--- config.mk ---
export PLATFORM = sky130hd
export DESIGN_NAME = scan_mux
export DESIGN_NICKNAME = d
export VERILOG_FILES = /design/src/rtl/scan_mux_pkg.sv /design/src/rtl/dwell_timer.sv /design/src/rtl/scan_mux.sv
export SDC_FILE = /design/constraint.sdc
export NUM_CORES = 1
export LEC_CHECK = 0
export ABC_AREA = 1
export BUFFER_PORTS_ARGS = -buffer_cell sky130_fd_sc_hd__buf_2
export CAP_MARGIN = 0
export CORE_UTILIZATION = 50
export CTS_CLUSTER_DIAMETER = 200
export DETAILED_ROUTE_END_ITERATION = 8
export PLACE_DENSITY = 0.72
export SETUP_SLACK_MARGIN = 0.3
export SLEW_MARGIN = 30
export SYNTH_ARGS = -nofsm -noshare
export SYNTH_HDL_FRONTEND = slang
export SYNTH_SLANG_ARGS = --single-unit
--- constraint.sdc ---
create_clock -name clk -period 2 [get_ports clk]
set_input_delay 0.2 -clock clk [delete_from_list [all_inputs] [get_ports clk]]
set_output_delay 0.2 -clock clk [all_outputs]
set_load 0.05 [all_outputs]
--- src/rtl/scan_mux_pkg.sv ---
// scan_mux_pkg: shared definitions for the scan multiplexer.
//   state_t   - controller mode encoding (MANUAL=0, SCAN=1)
//   clog2     - ceiling log2 for sizing index fields at elaboration
//   sel_width - channel index width, never narrower than one bit
package scan_mux_pkg;

    // Controller mode: operator-selected channel or automatic round-robin.
    typedef enum logic {
        MANUAL = 1'b0,
        SCAN   = 1'b1
    } state_t;

    // Ceiling log2; returns 0 for n <= 1.
    function automatic int unsigned clog2(input int unsigned n);
        int unsigned r;
        r = 0;
        if (n > 1) begin
            for (int unsigned i = 0; i < 32; i++) begin
                if (((n - 1) >> i) != 0) begin
                    r = i + 1;
                end
            end
        end
        return r;
    endfunction

    // Width of an index able to address n items, at least one bit.
    function automatic int unsigned sel_width(input int unsigned n);
        int unsigned w;
        w = clog2(n);
        return (w < 1) ? 1 : w;
    endfunction

endpackage

--- src/rtl/dwell_timer.sv ---
// dwell_timer: per-channel dwell counter with live terminal-count compare.
//   clk, rst_n - clock and asynchronous active-low reset
//   clear      - synchronous clear, wins over enable
//   enable     - count one cycle; wraps to zero on terminal count
//   dwell      - cycles per channel, sampled every cycle; 0 acts as 1
//   tc         - combinational: count has reached max(dwell,1)-1 (or passed it)
module dwell_timer #(
    parameter int unsigned DWELL_W = 16
) (
    input  logic               clk,
    input  logic               rst_n,
    input  logic               clear,
    input  logic               enable,
    input  logic [DWELL_W-1:0] dwell,
    output logic               tc
);

    logic [DWELL_W-1:0] cnt;
    logic [DWELL_W-1:0] limit;

    // ">=" rather than "==" so that lowering dwell below the running
    // count still produces a terminal count on the very next edge.
    always_comb begin
        limit = '0;
        if (dwell != '0) begin
            limit = dwell - DWELL_W'(1);
        end
        tc = (cnt >= limit);
    end

    // Counter: clear has priority, otherwise count and restart at tc.
    always_ff @(posedge clk or negedge rst_n) begin
        if (!rst_n) begin
            cnt <= '0;
        end else if (clear) begin
            cnt <= '0;
        end else if (enable) begin
            if (tc) begin
                cnt <= '0;
            end else begin
                cnt <= cnt + DWELL_W'(1);
            end
        end
    end

endmodule

--- src/rtl/scan_mux.sv ---
// scan_mux: NCH-way data multiplexer with manual select and timed auto-scan.
//   clk, rst_n - clock and asynchronous active-low reset
//   din        - NCH packed channels, channel k at [k*WIDTH +: WIDTH]
//   sel, load  - manual channel index and its one-cycle capture strobe
//   auto_en    - level: 1 selects auto-scan, 0 manual
//   dwell      - cycles spent on each channel while scanning (0 acts as 1)
//   dout       - din of the current channel, one cycle late
//   ch         - current channel index
//   ch_chg     - one-cycle pulse, high in the cycle ch holds a new value
//   sel_err    - one-cycle pulse after a load whose sel is out of range
module scan_mux
    import scan_mux_pkg::*;
#(
    parameter  int unsigned WIDTH   = 1,
    parameter  int unsigned NCH     = 4,
    parameter  int unsigned DWELL_W = 16,
    localparam int unsigned SELW    = sel_width(NCH)
) (
    input  logic                   clk,
    input  logic                   rst_n,
    input  logic [NCH*WIDTH-1:0]   din,
    input  logic [SELW-1:0]        sel,
    input  logic                   load,
    input  logic                   auto_en,
    input  logic [DWELL_W-1:0]     dwell,
    output logic [WIDTH-1:0]       dout,
    output logic [SELW-1:0]        ch,
    output logic                   ch_chg,
    output logic                   sel_err
);

    // Bit offset of the selected channel inside din.
    localparam int unsigned DINW = NCH * WIDTH;
    localparam int unsigned IDXW = sel_width(DINW);

    state_t          state;
    state_t          state_nxt;
    logic [SELW-1:0] ch_nxt;
    logic [SELW-1:0] ch_inc;
    logic [IDXW-1:0] base;
    logic            load_ok;
    logic            load_bad;
    logic            scan_run;
    logic            tmr_clear;
    logic            tmr_tc;

    // Next-channel and mode decisions.
    always_comb begin
        load_ok   = load && (32'(sel) < NCH);
        load_bad  = load && !load_ok;
        // Scanning only advances while the mode is SCAN and stays SCAN;
        // the edge that drops auto_en holds the channel.
        scan_run  = (state == SCAN) && auto_en;
        // Counter sits at zero in MANUAL so every scan entry starts a full
        // dwell; a valid load restarts the dwell on the new channel.
        tmr_clear = (state == MANUAL) || load_ok;

        ch_inc = ch + SELW'(1);
        if (ch == SELW'(NCH - 1)) begin
            ch_inc = '0;
        end

        // A valid load beats a same-cycle scan advance.
        ch_nxt = ch;
        if (load_ok) begin
            ch_nxt = sel;
        end else if (scan_run && tmr_tc) begin
            ch_nxt = ch_inc;
        end

        state_nxt = auto_en ? SCAN : MANUAL;

        // ch is always below NCH, so the offset stays inside din.
        base = IDXW'(ch) * IDXW'(WIDTH);
    end

    dwell_timer #(
        .DWELL_W (DWELL_W)
    ) u_dwell_timer (
        .clk    (clk),
        .rst_n  (rst_n),
        .clear  (tmr_clear),
        .enable (scan_run),
        .dwell  (dwell),
        .tc     (tmr_tc)
    );

    // Mode, channel and all outputs.
    always_ff @(posedge clk or negedge rst_n) begin
        if (!rst_n) begin
            state   <= MANUAL;
            ch      <= '0;
            dout    <= '0;
            ch_chg  <= 1'b0;
            sel_err <= 1'b0;
        end else begin
            state   <= state_nxt;
            ch      <= ch_nxt;
            dout    <= din[base +: WIDTH];
            ch_chg  <= (ch_nxt != ch);
            sel_err <= load_bad;
        end
    end

endmodule
**Word-level counts from Yosys, hierarchy flattened**

Index checks and enable logic that the tools add are counted.
Widths: inputs -> output; s select.

- Register bits: 21
- Output and inout port bits: 5
- Bits of input ports: 26

- Shifts and indexed selects: 1
- Muxes and demuxes: 8
- Bitwise gates (word level): 1
- Equality and inequality tests: 2
- Add/sub/neg operators: 3
- Reduce and logical (&&, ||, !) cells: 5
- Magnitude comparators: 1

Operator list:

| kind | number |
|---|---|
| $mux 16 | 4 |
| $add 16x1->16 const B | 1 |
| $ge 16x16->1 | 1 |
| $reduce_bool 16->1 | 1 |
| $sub 16x1->16 const B | 1 |
| $mux 2 | 3 |
| $shiftx 4x3->1 | 1 |
| $add 2x1->2 const B | 1 |
| $eq 2x2->1 const B | 1 |
| $logic_and 1x1->1 | 2 |
| $ne 2x2->1 | 1 |
| $reduce_bool 2->1 | 1 |
| $logic_or 1x1->1 | 1 |
| $mux 1 | 1 |
| $not 1->1 | 1 |

**Depth between registers and ports, before layout**

Gate-level depths: netlist of the first run.

- Word-level depth: 7
- Mapped depth: 24
- Mapped depth without buffers: 24

**Cells and area by module**

A second synthesis of the first run with hierarchy kept.

- Cell total of the unflattened synthesis: 335
- Area, all modules: 2,220.9 sq um

By module, submodules not included:

| module | instances | area an instance (sq um) | cells an instance |
|---|---|---|---|
| dwell_timer | 1 | 1,873.0 | 288 |
| scan_mux | 1 | 347.8 | 47 |

**Worst setup path before layout of the first run**

OpenSTA, ideal clock, no wires.

- Path kind: input to register
- From: in dwell[5]
- To: reg ch_chg
- Library setup time: 116 ps
- Path buffers: 0
- Arrival: 2,365 ps
- Cell stages on the path: 21
- Required time: 1,884 ps
- Setup slack: -481 ps
- Cells stage by stage: nor2_1 > inv_1 > nor4_4 > nand2_2 > nor3_2 > nand3_1 > xor2_1 > nand2_1 > ha_1 > a21oi_1 > o21ai_0 > a21oi_1 > nand2_1 > nand2_1 > nand2_1 > nand3_1 > nand2_1 > nand2_1 > nand2_1 > inv_1 > nand2_1

- Cells in the longest elaborated chain, start to end: 7

RTL lines:

| what | line | RTL |
|---|---|---|
| start: declaration | scan_mux.sv:25 | `input logic [DWELL_W-1:0] dwell,` |
| $sub 16x1->16 or $reduce_bool 16->1 (tied branches) | dwell_timer.sv:26, dwell_timer.sv:25 |  |
| $mux 16 (*) | dwell_timer.sv:25 | `if (dwell != '0) begin` |
| $ge 16x16->1 (*) | dwell_timer.sv:28 | `tc = (cnt >= limit);` |
| $logic_and 1x1->1 (*) | scan_mux.sv:67 | `end else if (scan_run && tmr_tc) begin` |
| $mux 2 (*) | scan_mux.sv:67 |  |
| $mux 2 (*) | scan_mux.sv:65 | `if (load_ok) begin` |
| named net ch_nxt[1] | scan_mux.sv:38 | `logic [SELW-1:0] ch_nxt;` |
| $ne 2x2->1 (*) | scan_mux.sv:100 | `ch_chg <= (ch_nxt != ch);` |
| end signal: assignment | scan_mux.sv:100 |  |
| end: declaration | scan_mux.sv:28 | `output logic ch_chg,` |

Mark *: on every way through the listed nets, which the timed path passes. The rest lies on a longest branch.
A chain may end at the register's enable or synchronous reset.

**Worst setup path in the final report of the first run**

- From: in dwell[1]
- To: reg ch_chg

The elaborated chain is that of the path after synthesis.

==> metrics, run 1 <==
outcome=finished with violations; failing checks=negative setup slack; Slew Viols, Final=0; H-tree depth=1; Synth Net Count=320; Die Ht=64.4 µm; Worst Path Max Fanout=4; Static Leak=1.32 nW; RSZ-0062 raised after global routing=yes; overall power=1.01 mW; Skew-Pair Late Insertion Delay=0.27 ns; DRC Markers=0; Yosys top cell area share=27.0%; share of flip-flops with an asynchronous set or reset=100%; Total GRT Usage=23.4%; Total Routed Length=4610 µm; Internal=0.697 mW; Fmax achieved=406 MHz; Initial Util=52.8%; DR iter-0 viols=60; Critical Path RT=2.17 ns; Inst Count DP=377; vias in the first global route=1,945; Setup crit end kind=flop; DP HPWL=3420 µm; TritonCTS clock tree=done; FF+latch count, synth=21; Syn Area/Cell=7.11 µm²; layout cells sized above 1=39.2%; top cells by count, synth=nand2_1, inv_1, nor2_1; clock share of power=27.9%; vias per cell=5.08; clk buf depth=2; # setup viols final=19; Inserted Diodes=0; most common cell in the netlist=nand2_1; number of CTS-inserted buffers=3; Synth Flop Type=dfrtp_1; worst hold path type=in -> reg; Area Growth Syn to Fin=39.0%; end of the critical path=ch_chg; number of flops mapped to enable cells by yosys=0; Setup Skew=0.00601 ns; register area share after synthesis=27.0%; largest net degree at the start of global routing=22; Nets=389; clock root cell=clkbuf_8; gpl congestion=0.792; depth of the most critical reg-to-reg path=14; max-cap viol count=0; period utilization=123%; Vias=1,982; CP Launch Point=dwell[1]; CTS clock-pin slew for the worst setup and hold paths=0.08 ns; Reg2Reg Capture Point=u_dwell_timer.cnt[14]; first-pass GRT wire length=7670 µm; power density over cell area=375 mW/mm²; DR pass1 iterations=4; R2R setup slack=0.08 ns; Comb power frac=28.2%; placed instance area=0.00238 mm²; final worst slack=-0.462 ns; Yosys cell types=32; clock sinks=21; Non-Filler Instances=390; CORE AREA=0.00369 mm²; HP Start=auto_en; Congestion Overflow GR=0; Ys Warns=0; placement row count=22; Crit path arrival time=2.63 ns; port buffer count=29; mapped cell area=0.00195 mm²; die extent in x=64.4 µm; die area=0.00415 mm²; crit path time final=2.46 ns; Max IR drop VDD=415 µV; startpoint types=input port; I/O pins=31; initial antenna violation count=0; switch share=31.3%; final instance area=0.00271 mm²; post-route ant nets=0; synth top area cells=dfrtp_1, nand2_1, ha_1; post-synth top area cell=dfrtp_1; Net Switching=0.318 mW; CP Class=in -> reg; Mapped Cells=274; wire length per cell=11.8 µm; Reg-to-Reg Start=u_dwell_timer.cnt[0]; Seq pwr share=43.9%; final-layout fill cell count=284; Hold Vio Cnt, Final=0
[layout by cell type, fill, tap and decap left out, types with 4 or more instances in the layout]
master / count
nor2_1: 22
nor2_2: 4
dfrtp_1: 21
nor3_1: 6
ha_1: 17
inv_2: 7
nor2_4: 5
o21ai_1: 5
nand2_2: 12
buf_4: 33
inv_1: 26
o21ai_2: 6
nand4_1: 5
xor2_1: 10
o21ai_0: 4
a21oi_1: 7
nand3_2: 7
xnor2_1: 5
nand2_1: 59
or2_2: 5
buf_6: 8
buf_2: 25
nand3_1: 12
[sequential cells by signal, indices dropped and copies added (netlist names)]
register	count
ch	2
dout	1
u_dwell_timer.cnt	16
state	1
ch_chg	1
[metrics by stage]
step	setup WS [ns]	setup TNS [ns]	hold slack (ns)	utilization, %
2_1_floorplan	-0.421	-5.01	-0.0956	-
3_3_place_gp	-0.717	-10.40	0.179	64.4
3_5_place_dp	-0.758	-11.16	0.181	64.4
4_1_cts	-0.312	-3.57	0.0754	70.3
5_1_grt	-0.746	-10.93	0.0833	73.4
6_report	-0.462	-7.46	0.0741	73.4
[routing by layer]
layer | GRT usage, % | part of all wire (%) | up-vias
met3 | 2.50 | 3.5 | 7
met5 | 0 | 0 | -
met4 | 8.33 | 1.7 | 0
met1 | 26.3 | 44 | 889
li1 | - | - | 1039
met2 | 44.9 | 51 | 47
[power by group through the flow]
stage                     clock network (mW)  registers, mW  logic (mW)
after CTS                              0.289          0.445       0.274
after global routing                   0.303          0.448       0.319
after detailed placement                   0          0.453       0.255
final                                  0.283          0.445       0.286
after global placement                     0          0.453       0.250
after floorplan                            0          0.486       0.111
[layout make-up]
| class | count | area [µm²] | area share (%) |
|---|---|---|---|
| inverters | 35 | 139 | 5.13 |
| repair buffers | 67 | 473 | 17.5 |
| well taps | 48 | 60.1 | 2.22 |
| multi-input cells | 215 | 1460 | 54.1 |
| flip-flops and latches | 21 | 526 | 19.4 |
| clock buffers | 4 | 45.0 | 1.66 |
[worst min-delay path by stage]
stage	end	slack, ns	cells after the start
after floorplan	ch[0]	-0.1	0
after global placement	u_dwell_timer.cnt[0]	0.18	1
after detailed placement	u_dwell_timer.cnt[0]	0.18	1
after CTS	state	0.08	1
after global routing	state	0.08	1
final	state	0.07	1
[critical path, cell delays in order]
cell,delay (ns)
buf_6,0.10
nor2_4,0.09
nand2_2,0.08
nor4_4,0.26
nand2_2,0.12
nor3_4,0.25
nand3_2,0.10
xor2_1,0.16
nand2_1,0.11
ha_4,0.26
a21oi_2,0.11
o21ai_1,0.08
a21oi_2,0.18
nand2_2,0.09
nand2_2,0.09
nand2_2,0.05
nand3_2,0.06
nand2_2,0.05
nand2_1,0.05
nand2_1,0.05
inv_1,0.04
nand2_1,0.04
[what timing repair did]
action	in CTS	in global routing
setup endpoints to repair	19	19
endpoints found under the hold margin	21	0
resized for setup	26	20
hold buffers	1	0
cloned	1	0
buffers inserted	4	3
pin swaps	10	17
[logic make-up (layout without fill, tap and decap cells)]
family	Yosys count	count (layout)	share of synthesized area, %
XOR/XNOR	16	16	7.20
AND/OR/NAND/NOR	143	143	35.1
other	1	1	0.193
buffers and inverters	38	106	7.65
AO/OA/AOI/OAI	35	35	10.0
adder cells (fa/ha/maj)	20	20	12.9
flip-flops	21	21	27.0
Note: power is estimated with default switching activity, not from simulation.
==> inputs of run 2 (changes only) <==
BUFFER_PORTS_ARGS = -buffer_cell sky130_fd_sc_hd__clkbuf_2   (was -buffer_cell sky130_fd_sc_hd__buf_2)
PLACE_DENSITY = 0.75   (was 0.72)
==> run 2 against run 1 <==
The flow still finishes with violations (negative setup slack). Non-clock buffer count rose by 2. Maximum frequency increased by 1.7%. Critical path depth shrank 4. Cell count rose by 0.51%. Sequential power barely moved. Combinational power increased by 5%. Die area did not move. Count of clock-buffer cells in the layout is the same. Register-to-register slack lost 0.07 ns. Hold slack better by 0.013 ns. Critical path type unchanged. Largest power group unchanged. Highest routed layer unchanged.
==> metrics, run 2 (same netlist as run 1, synthesis figures left out) <==
clock share of power=27.7% (-0.2 points); CP Class=in -> reg; Worst Path Max Fanout=7 (+3); first-pass GRT wire length=8040 µm (+4.8%); HP Start=auto_en; Internal=0.703 mW (+0.93%); Slew Viols, Final=0 (unchanged); Net Switching=0.329 mW (+3.7%); Hold Vio Cnt, Final=0 (unchanged); placement row count=22 (unchanged); vias in the first global route=1,994 (+2.5%); Setup Skew=0.00483 ns (-0.00118 ns); CP Launch Point=dwell[5]; most frequent cells in the layout=nand2_1, buf_4, clkbuf_2, inv_1, dfrtp_1; Congestion Overflow GR=0 (unchanged); Top reg by flops=u_dwell_timer.cnt; die area=0.00415 mm² (unchanged); power density over cell area=375 mW/mm² (+0.17%); commonest non-fill, non-tap cell in the layout=nand2_1; DR pass1 iterations=4 (unchanged); crit path time final=2.42 ns (-0.0406 ns); Max IR drop VDD=475 µV (+15%); port buffer count=29 (unchanged); vias per cell=5.29 (+4.1%); Seq pwr share=43.2% (-0.7 points); final instance area=0.00275 mm² (+1.6%); Crit path arrival time=2.61 ns (-0.02 ns); Setup crit end kind=flop; Total GRT Usage=24.2% (+0.79 points); area of the multi-input gates=0.00149 mm² (+2.1%); outcome=finished with violations; worst-margin pin slew=0.528 ns; CTS clock-pin slew for the worst setup and hold paths=0.08 ns (about the same); period utilization=121% (-2.0 points); final-layout fill cell count=278 (-2.1%); gpl congestion=0.802 (+1.2%); clk buf depth=2 (unchanged); initial antenna violation count=0 (unchanged); Total Routed Length=5040 µm (+9.3%); die extent in x=64.4 µm (unchanged); Fmax achieved=413 MHz (+1.7%); max reg flops=16 (unchanged); wire length per cell=12.8 µm (+8.7%); Rel. slew slack=64.8%; Inserted Diodes=0 (unchanged); H-tree depth=1 (unchanged); DR iter-0 viols=90 (+50%); layout cells sized above 1=40.7% (+1.5 points); DP HPWL=3540 µm (+3.5%); post-layout util=74.6% (+1.2 points); Setup WS pre-CTS=-0.787 ns (-0.0288 ns); clock sinks=21 (unchanged); Area Growth Syn to Fin=41.3%; failing checks=negative setup slack; final worst slack=-0.421 ns (+0.0406 ns); # setup viols final=19 (unchanged); RSZ-0062 raised after global routing=yes; Critical Path RT=2.19 ns (+0.02 ns); Static Leak=1.35 nW (+2.2%); worst hold path type=in -> reg; largest net degree at the start of global routing=22 (unchanged); Skew-Pair Late Insertion Delay=0.26 ns (about the same); clock root cell=clkbuf_8; worst hold margin=0.0873 ns (+0.0132 ns); switch share=31.9% (+0.59 points); Initial Util=52.8% (unchanged); Die Ht=64.4 µm (unchanged); placed instance area=0.00242 mm² (+1.8%); Register Area=526 µm² (unchanged); TritonCTS clock tree=done; R2R setup slack=0.01 ns (-0.07 ns); Vias=2,074 (+4.6%); max-cap viol count=0 (unchanged); Nets=391 (+0.51%); Comb power frac=29.1% (+0.9 points); post-route ant nets=0 (unchanged); Setup TNS=-6.44 ns (+1.02 ns); Reg-to-Reg Start=u_dwell_timer.cnt[0]; biggest registers after layout=u_dwell_timer.cnt: 16 flops, ch: 2 flops; DRC Markers=0 (unchanged); startpoint types=input port; number of CTS-inserted buffers=3 (unchanged); CORE AREA=0.00369 mm² (unchanged); I/O pins=31 (unchanged)
[run 2: path summary, 6_finish.rpt]
path	end	cells after the start
min in group asynchronous	ch[1]	2
min reg2reg	u_dwell_timer.cnt[0]	1
max reg2reg	u_dwell_timer.cnt[14]	14
max in group asynchronous	u_dwell_timer.cnt[7]	2
min	state	1
max	u_dwell_timer.cnt[11]	18
[run 2: timing repair]
item	CTS	global route
setup buffers	4	2
pin swaps	10	9
hold endpoints to repair	21	0
setup endpoints to repair	19	19
hold buffers	1	0
resized for setup	17	35
[run 2: final cells by class]
class	instances	share of cell area, %
well taps	48	2.18
inverters	35	4.96
repair buffers	69	17.8
multi-input cells	215	54.3
clock buffers	4	1.64
flip-flops and latches	21	19.1
[run 2: metal layers]
layer,share of wire [%],routed length (µm),GRT usage (%),vias up
li1,-,-,-,1041
met1,42,2130,28.9,966
met2,53,2650,45.8,59
met3,3.6,183,1.43,8
met4,1.4,72,7.22,0
met5,0,0,0,-
[run 2: per-stage QoR]
stage / power (mW) / std cells
2_1_floorplan: 0.598 / 274
3_3_place_gp: 0.710 / 381
3_5_place_dp: 0.714 / 381
4_1_cts: 1.00 / 390
5_1_grt: 1.08 / 392
6_report: 1.03 / 392
[run 2: power groups by stage]
stage	sequential (mW)	combinational, mW	clock (mW)
global placement	0.454	0.257	0
global route	0.447	0.333	0.300
floorplan	0.486	0.111	0
detailed placement	0.454	0.260	0
CTS	0.446	0.273	0.285
finish	0.446	0.300	0.286
[run 2: worst max-delay path: stages]
cell	delay [ns]
buf_6	0.10
nor2_4	0.09
inv_2	0.05
nor4_4	0.24
nand2_2	0.11
nor3_4	0.18
nand3_1	0.12
xor2_1	0.15
nand2_1	0.10
ha_4	0.24
a21oi_2	0.13
o21ai_1	0.08
a21oi_2	0.19
buf_4	0.16
nand3_4	0.08
buf_6	0.16
buf_12	0.12
o21ai_2	0.11
